`src/rtl/mem_8192x64_arb.sv`:
```
// rtl/mem_8192x64_arb.sv - Init sequencer and round-robin two-requester arbiter for the 8192x64 RW SRAM macro
//
// Ports:
//   clock, reset           single clock, synchronous active-high reset
//   req{0,1}_valid/ready   request handshake; ready is the combinational grant
//   req{0,1}_write/addr/wdata/wmask  request payload, held stable until ready
//   resp{0,1}_valid        read data for that requester is on resp_data this cycle
//   resp_data              shared read data, straight from mem_rdata
//   init_done              array zero-filled (or init skipped) and accepting requests
//   mem_*                  drive the macro RW0 port; mem_clk is the clock itself
module mem_8192x64_arb #(
    parameter int DEPTH         = 8192,
    parameter int ADDR_W        = 13,
    parameter int DATA_W        = 64,
    parameter int MASK_W        = 8,
    parameter int INIT_ON_RESET = 1
) (
    input  logic              clock,
    input  logic              reset,
    input  logic              req0_valid,
    output logic              req0_ready,
    input  logic              req0_write,
    input  logic [ADDR_W-1:0] req0_addr,
    input  logic [DATA_W-1:0] req0_wdata,
    input  logic [MASK_W-1:0] req0_wmask,
    input  logic              req1_valid,
    output logic              req1_ready,
    input  logic              req1_write,
    input  logic [ADDR_W-1:0] req1_addr,
    input  logic [DATA_W-1:0] req1_wdata,
    input  logic [MASK_W-1:0] req1_wmask,
    output logic              resp0_valid,
    output logic              resp1_valid,
    output logic [DATA_W-1:0] resp_data,
    output logic              init_done,
    output logic [ADDR_W-1:0] mem_addr,
    output logic              mem_en,
    output logic              mem_clk,
    output logic              mem_wmode,
    output logic [DATA_W-1:0] mem_wdata,
    output logic [MASK_W-1:0] mem_wmask,
    input  logic [DATA_W-1:0] mem_rdata
);

    localparam logic [0:0] ST_INIT = 1'b0;
    localparam logic [0:0] ST_RUN  = 1'b1;

    logic [0:0]        state;
    logic [ADDR_W-1:0] init_cnt;
    logic              last_grant;
    logic              resp0_q;
    logic              resp1_q;
    logic              in_init;
    logic              in_run;
    logic              grant0;
    logic              grant1;

    // Reset is synchronous, so the registers only settle at the next edge;
    // gating with reset keeps every output quiet for the whole reset cycle.
    assign in_init = !reset && (state == ST_INIT);
    assign in_run  = !reset && (state == ST_RUN);

    // Round-robin: on contention the requester that did not win last time goes.
    always_comb begin
        grant0 = 1'b0;
        grant1 = 1'b0;
        if (in_run) begin
            if (req0_valid && req1_valid) begin
                grant0 = last_grant;
                grant1 = !last_grant;
            end else begin
                grant0 = req0_valid;
                grant1 = req1_valid;
            end
        end
    end

    always_ff @(posedge clock) begin
        if (reset) begin
            state      <= (INIT_ON_RESET != 0) ? ST_INIT : ST_RUN;
            init_cnt   <= '0;
            last_grant <= 1'b1;
            resp0_q    <= 1'b0;
            resp1_q    <= 1'b0;
        end else begin
            resp0_q <= grant0 && !req0_write;
            resp1_q <= grant1 && !req1_write;
            if (grant0) begin
                last_grant <= 1'b0;
            end else if (grant1) begin
                last_grant <= 1'b1;
            end
            if (state == ST_INIT) begin
                init_cnt <= init_cnt + 1'b1;
                if (init_cnt == ADDR_W'(DEPTH - 1)) begin
                    state <= ST_RUN;
                end
            end
        end
    end

    assign req0_ready  = grant0;
    assign req1_ready  = grant1;
    assign resp0_valid = resp0_q && !reset;
    assign resp1_valid = resp1_q && !reset;
    assign resp_data   = mem_rdata;
    assign init_done   = in_run;
    assign mem_clk     = clock;

    always_comb begin
        mem_en    = 1'b0;
        mem_wmode = 1'b0;
        mem_addr  = '0;
        mem_wdata = '0;
        mem_wmask = '0;
        if (in_init) begin
            mem_en    = 1'b1;
            mem_wmode = 1'b1;
            mem_addr  = init_cnt;
            mem_wmask = '1;
        end else if (grant0) begin
            mem_en    = 1'b1;
            mem_wmode = req0_write;
            mem_addr  = req0_addr;
            mem_wdata = req0_wdata;
            mem_wmask = req0_wmask;
        end else if (grant1) begin
            mem_en    = 1'b1;
            mem_wmode = req1_write;
            mem_addr  = req1_addr;
            mem_wdata = req1_wdata;
            mem_wmask = req1_wmask;
        end
    end

endmodule
```
`config.mk`:
```
export PLATFORM = sky130hd
export DESIGN_NAME = mem_8192x64_arb
export DESIGN_NICKNAME = d
export VERILOG_FILES = /design/src/rtl/mem_8192x64_arb.sv
export SDC_FILE = /design/constraint.sdc
export NUM_CORES = 1
export LEC_CHECK = 0
export CORE_AREA = 2 2 154 156
export DETAILED_ROUTE_END_ITERATION = 12
export DIE_AREA = 0 0 156 158
export GPL_TIMING_DRIVEN = 0
export PLACE_DENSITY = 0.49
export SLEW_MARGIN = 20
export SYNTH_ARGS = -nofsm -noshare
export SYNTH_HDL_FRONTEND = slang
export SYNTH_SLANG_ARGS = --single-unit
```
`constraint.sdc`:
```
create_clock -name clock -period 1.7 [get_ports clock]
set_input_delay 0.34 -clock clock [delete_from_list [all_inputs] [get_ports clock]]
set_output_delay 0.34 -clock clock [all_outputs]
set_load 0.02 [all_outputs]
```
==> flow_summary.ini, run 1 <==
[logic_synthesis]
synth-edff-count = 0
syn_area_sq_um = 2369
synth_nets = 534
ys.flop_type = dfxtp_1
syn_inst = 293
yosys-top-cells-area = a22o_1, buf_4, dfxtp_1
syn_avg_cell_area_sq_um = 8.084
yosys.area.top_type = a22o_1
synth-seq-cells = 17
yosysWarnings = 0
synthArstFlopShare_pct = 0
yosysUniqueCellTypes = 42
yosysSeqAreaShare_pct = 14.37
yosys.area.top_type_share_pct = 23.67

[detailed_routing]
wire_per_inst_um = 18.57
dr.first_iter.drc_count = 159
firstDrtPassIters = 4
wirelength_mm = 17.64
final_antenna_net_count = 0
drc = 0
via_count = 3713
vias_per_cell = 3.908

[global_route]
grt_pass1_wl_mm = 23.34
grt-ovfl-total = 0
antenna_found_initial = 0
grt_usage_pct = 12.58
first_global_vias = 3727
grt_start_max_net_pins = 11

[die]
boundaryPins = 397
core_sq_um = 23050
initial_core_util_pct = 10.27
row_count = 56
fp.dieH_um = 158
die_x_um = 156
dieArea_sq_um = 24650

[hold_path]
hold_path_class = input pin to flop

[critical_path]
max_stage_delay_ns = 0.36
path_max_fanout = 5
critPathCaptureType = output port
cp_top_family = compound AO/OA/AOI/OAI gates
crit_buf_inv = 3
worstSetupPathType = flop to output port
critPathSlowestCell = dfxtp_4
startpoint_type = flop
arrival_ns = 1.77
cp_cell_sequence = nand2b_4 > buf_4 > buf_12 > a32oi_4 > a211oi_4 > buf_6
rrSetupSlack_ns = 0.02
worstPathRequired_ns = 1.36

[layout]
nFillCells = 2390
nets = 902
multi_input_comb_area_sq_um = 2192
syn2layout_area_growth_pct = 217.9
regArea_sq_um = 347.8
drive_above_1_share_pct = 49.09
final_common_cell = clkdlybuf4s50_1
fin_area_sq_um = 7528
fin_util_pct = 32.66
final_cell_mix = clkdlybuf4s50_1, buf_4, buf_6
layoutNonFillerInstCount = 950
diodes = 0

[clocking]
path_clk_slew_ns = 0.05
clk_latency_ns = 0.36
cts_tree = yes
cts_hold_buf = 0

[timing]
tightest_slew_ns = 0.6949
hold_ws_ns = 0.3042
hold_violations = 0
timing.final.ws_setup_ns = -0.4069
fin_crit_ns = 2.107
rsz0062_at_grt = true
slew_violations = 0
timing.final.crit_share_pct = 123.9
relSlewSlack_pct = 53.68
fmaxAchievable_ghz = 0.4746
setup_viol = 89
skew_ns = 0.001325

[run_status]
status = complete, but fails checks
violations = negative setup slack

[placed_design]
place_congestion = 0.7645
hpwl_mm = 14.20
io_buffers = 330
placed_cell_area_sq_um = 6691
placedCellCount = 913

[power_and_ir_drop]
switching_share_pct = 26.92
power_mw = 2.417
p_seq_share_pct = 16.8
p_int_mw = 1.767
leakage_nw = 3.271
max-vdd-ir-drop_v = 0.0005995
p_comb_share_pct = 43.4
pwr-share-clk_pct = 39.7
p_switching_mw = 0.6507
power_density_nw_per_um2 = 321.1

[job]
maxCapViolCount = 0
stage by stage:
stage	TNS, ns	setup slack, ns
final	-30.67	-0.4069
after global routing	-35.12	-0.4518
after CTS	-37.49	-0.5019
after detailed placement	-112.87	-1.354
after global placement	-112.34	-1.345
after floorplan	-0.4404	-0.04708
final timing paths:
path / from / end / cells past startpoint
worst max-delay path: last_grant / mem_addr[11] / 6
worst min-delay path: reset / state / 3
worst max register to register: state / init_cnt[5] / 7
worst min register to register: init_cnt[10] / init_cnt[10] / 2
tightest hold or removal path, stage by stage:
cell      delay (ns)
buf_8           0.10
nand4b_1        0.11
o41ai_1         0.07
Yosys cell counts, drive strengths merged, types with 2 or more instances:
cell    number
nor2b        6
o21ai        4
a31oi        2
or3          4
nand4b       4
a22o        64
a32oi       13
a21oi        8
nand2        2
nand4        2
o31ai        2
a221o        8
xor2         3
nand2b       3
nand3        3
nor4         2
inv          3
mux2         2
nor2        21
buf         91
or4          2
dfxtp       17
clkbuf       4
a211oi      13
registers in the layout (all words and copies together) (netlist names):
register / count
init_cnt: 13
last_grant: 1
resp0_q: 1
resp1_q: 1
state: 1
final cells by class:
type	instances	share of cell area [%]
Clock buffer	8	2.194
Sequential cell	17	4.620
Inverter	3	0.2161
Timing Repair Buffer	361	47.38
Multi-Input combinational cell	179	29.12
Tap cell	290	4.820
Buffer	92	11.65
power by group through the flow:
stage	Sequential (mW)	Combinational, mW	Clock, mW
final	0.407	1.05	0.961
after global routing	0.408	1.10	1.00
after CTS	0.408	1.04	0.980
after detailed placement	0.418	0.989	0.112
after global placement	0.419	0.984	0.112
after floorplan	0.417	0.332	0.0687
kinds of logic (layout without fill, tap and decap cells):
| family | count (synthesis) | in the layout | synth area share (%) |
|---|---|---|---|
| AOI/OAI and AO/OA | 116 | 116 | 40.52 |
| xor gates and xnor gates | 4 | 4 | 1.479 |
| adders and majority gates | 1 | 1 | 0.5282 |
| buffers and inverters | 98 | 464 | 28.05 |
| DFF | 17 | 17 | 14.37 |
| muxes | 3 | 3 | 1.373 |
| and+or+nand+nor | 54 | 55 | 13.68 |
what timing repair did:
item / 4_1_cts / 5_1_grt
cloned: 2 / 3
endpoints found under the setup margin: 94 / 93
pin swaps: 11 / 26
setup buffers: 20 / 9
resized for setup: 502 / 103
metal layers:
layer	GRT usage [%]	share of wire [%]	routed length, um	up-vias
met2	24.00	53	9301	163
met3	2.491	6.7	1180	7
met5	0	0	0	-
met1	14.69	40	7063	1734
met4	2.053	0.53	94	0
li1	-	-	-	1809
Power figures use the tool's default switching activity.
==> run 2, diff against run 1 <==
- PLACE_DENSITY: 0.49 -> 0.48
- SETUP_SLACK_MARGIN: unset -> 0.02
- clock period: 1.7 -> 2.5 ns (I/O delays scaled with it)
==> run 2 against run 1 <==
Net effect: the flow now finishes without violations; power decreased by 35%; die area unchanged; clock-buffer cell count decreased by 1; utilization decreased by 6.0 points; largest power group is now clock.
==> flow_summary.ini, run 2 (synthesized netlist as in run 1, its figures left out) <==
[placed_design]
dp_slack_ns = -0.9124
place_congestion = 0.7754
placedCellCount = 913
hpwl_mm = 15.08
io_buffers = 330
placed_cell_area_sq_um = 6035

[job]
maxCapViolCount = 0

[global_route]
first_global_vias = 3441
grt_start_max_net_pins = 12
antenna_found_initial = 2
grt-ovfl-total = 0
grt_usage_pct = 12.61
grt_pass1_wl_mm = 22.89

[timing]
setup_viol = 0
timing.final.crit_share_pct = 97.94
fin_crit_ns = 2.449
fmaxAchievable_ghz = 0.4084
tns_ns = 0
timing.final.ws_setup_ns = 0.05147
slew_violations = 0
relSlewSlack_pct = 67.31
tightest_slew_ns = 0.4903
rsz0062_at_grt = true
hold_violations = 0
skew_ns = 0.007482
hold_ws_ns = 0.5030

[power_and_ir_drop]
leakage_nw = 2.636
power_mw = 1.568
power_density_nw_per_um2 = 255.0
max-vdd-ir-drop_v = 0.0003309

[layout]
layoutNonFillerInstCount = 935
top_register = init_cnt
largest_register_ffs = 13
nFillCells = 2529
regArea_sq_um = 342.8
final_common_cell = clkdlybuf4s50_1
syn2layout_area_growth_pct = 159.6
fin_area_sq_um = 6150
fin_util_pct = 26.68
nets = 885
final_cell_mix = clkdlybuf4s50_1, buf_4, a22o_1
drive_above_1_share_pct = 32.19
multi_input_comb_area_sq_um = 1394

[clocking]
cts_tree = yes
clk_latency_ns = 0.37
path_clk_slew_ns = 0.06
cts_hold_buf = 0

[die]
row_count = 56
dieArea_sq_um = 24650
core_sq_um = 23050
fp.dieH_um = 158
die_x_um = 156
initial_core_util_pct = 10.27
boundaryPins = 397

[detailed_routing]
vias_per_cell = 3.891
wirelength_mm = 17.74
final_antenna_net_count = 0
dr.first_iter.drc_count = 130
wire_per_inst_um = 18.97
via_count = 3638
drc = 0
firstDrtPassIters = 4

[critical_path]
worstSetupPathType = flop to output port
arrival_ns = 1.95
startpoint_type = flop
worstPathRequired_ns = 2.00
path_max_fanout = 6
critPathCaptureType = output port

[run_status]
status = completed

[hold_path]
hold_path_class = input pin to flop
## run 2: cell count changes in the layout (fill, tap and decap cells not counted), moves of 7 or more
| cell | delta |
|---|---|
| buf_2 | +33 |
| a211oi_2 | -11 |
| a32oi_2 | -8 |
| a22o_4 | -59 |
| buf_6 | -40 |
| clkdlybuf4s15_2 | +7 |
| a211oi_1 | +13 |
| a22o_1 | +59 |
| a32oi_1 | +12 |
| buf_8 | -7 |
| buf_12 | -11 |
| buf_4 | -26 |
| clkbuf_2 | +18 |
## run 2: repair_timing
action | CTS | global route
gates resized for setup | 282 | 117
pin swaps | 1 | 1
setup buffers | 2 | 8
gates cloned | 1 | 2
endpoints found under the setup margin | 90 | 85
## run 2: path summary, 6_finish.rpt
kind,cells past startpoint,to,from,slack [ns]
max,8,mem_wmask[2],state,0.05
min,3,state,reset,0.50
min reg2reg,2,init_cnt[12],init_cnt[12],0.52
max reg2reg,6,init_cnt[9],state,0.61
## run 2: layout make-up
cell class,instances,share of cell area (%)
clock inverters,1,0.1221
diodes,2,0.08138
flip-flops and latches,17,5.575
well taps,290,5.900
repair buffers,342,50.74
inverters,3,0.2238
clock buffers,7,2.584
plain buffers,95,12.11
multi-input cells,178,22.67
## run 2: power breakdown
| group | leakage [nW] | switching, mW | internal, mW |
|---|---|---|---|
| combinational | 2.41 | 0.217 | 0.426 |
| clock | 0.0842 | 0.192 | 0.455 |
| sequential | 0.138 | 0.00385 | 0.275 |
| total | 2.64 | 0.412 | 1.16 |
## run 2: critical path, cell delays in order, from the launching register on
cell	delay, ns
dfxtp_2	0.31
buf_6	0.12
nand2b_4	0.07
inv_4	0.04
and3_4	0.18
clkbuf_16	0.16
buf_8	0.12
a221o_1	0.39
buf_6	0.16
## run 2: metal layers
| layer | GRT usage [%] | share of wire, % |
|---|---|---|
| met1 | 13.86 | 38 |
| met2 | 23.98 | 53 |
| met3 | 3.668 | 8.6 |
| met4 | 2.665 | 0.77 |
| met5 | 0 | 0 |
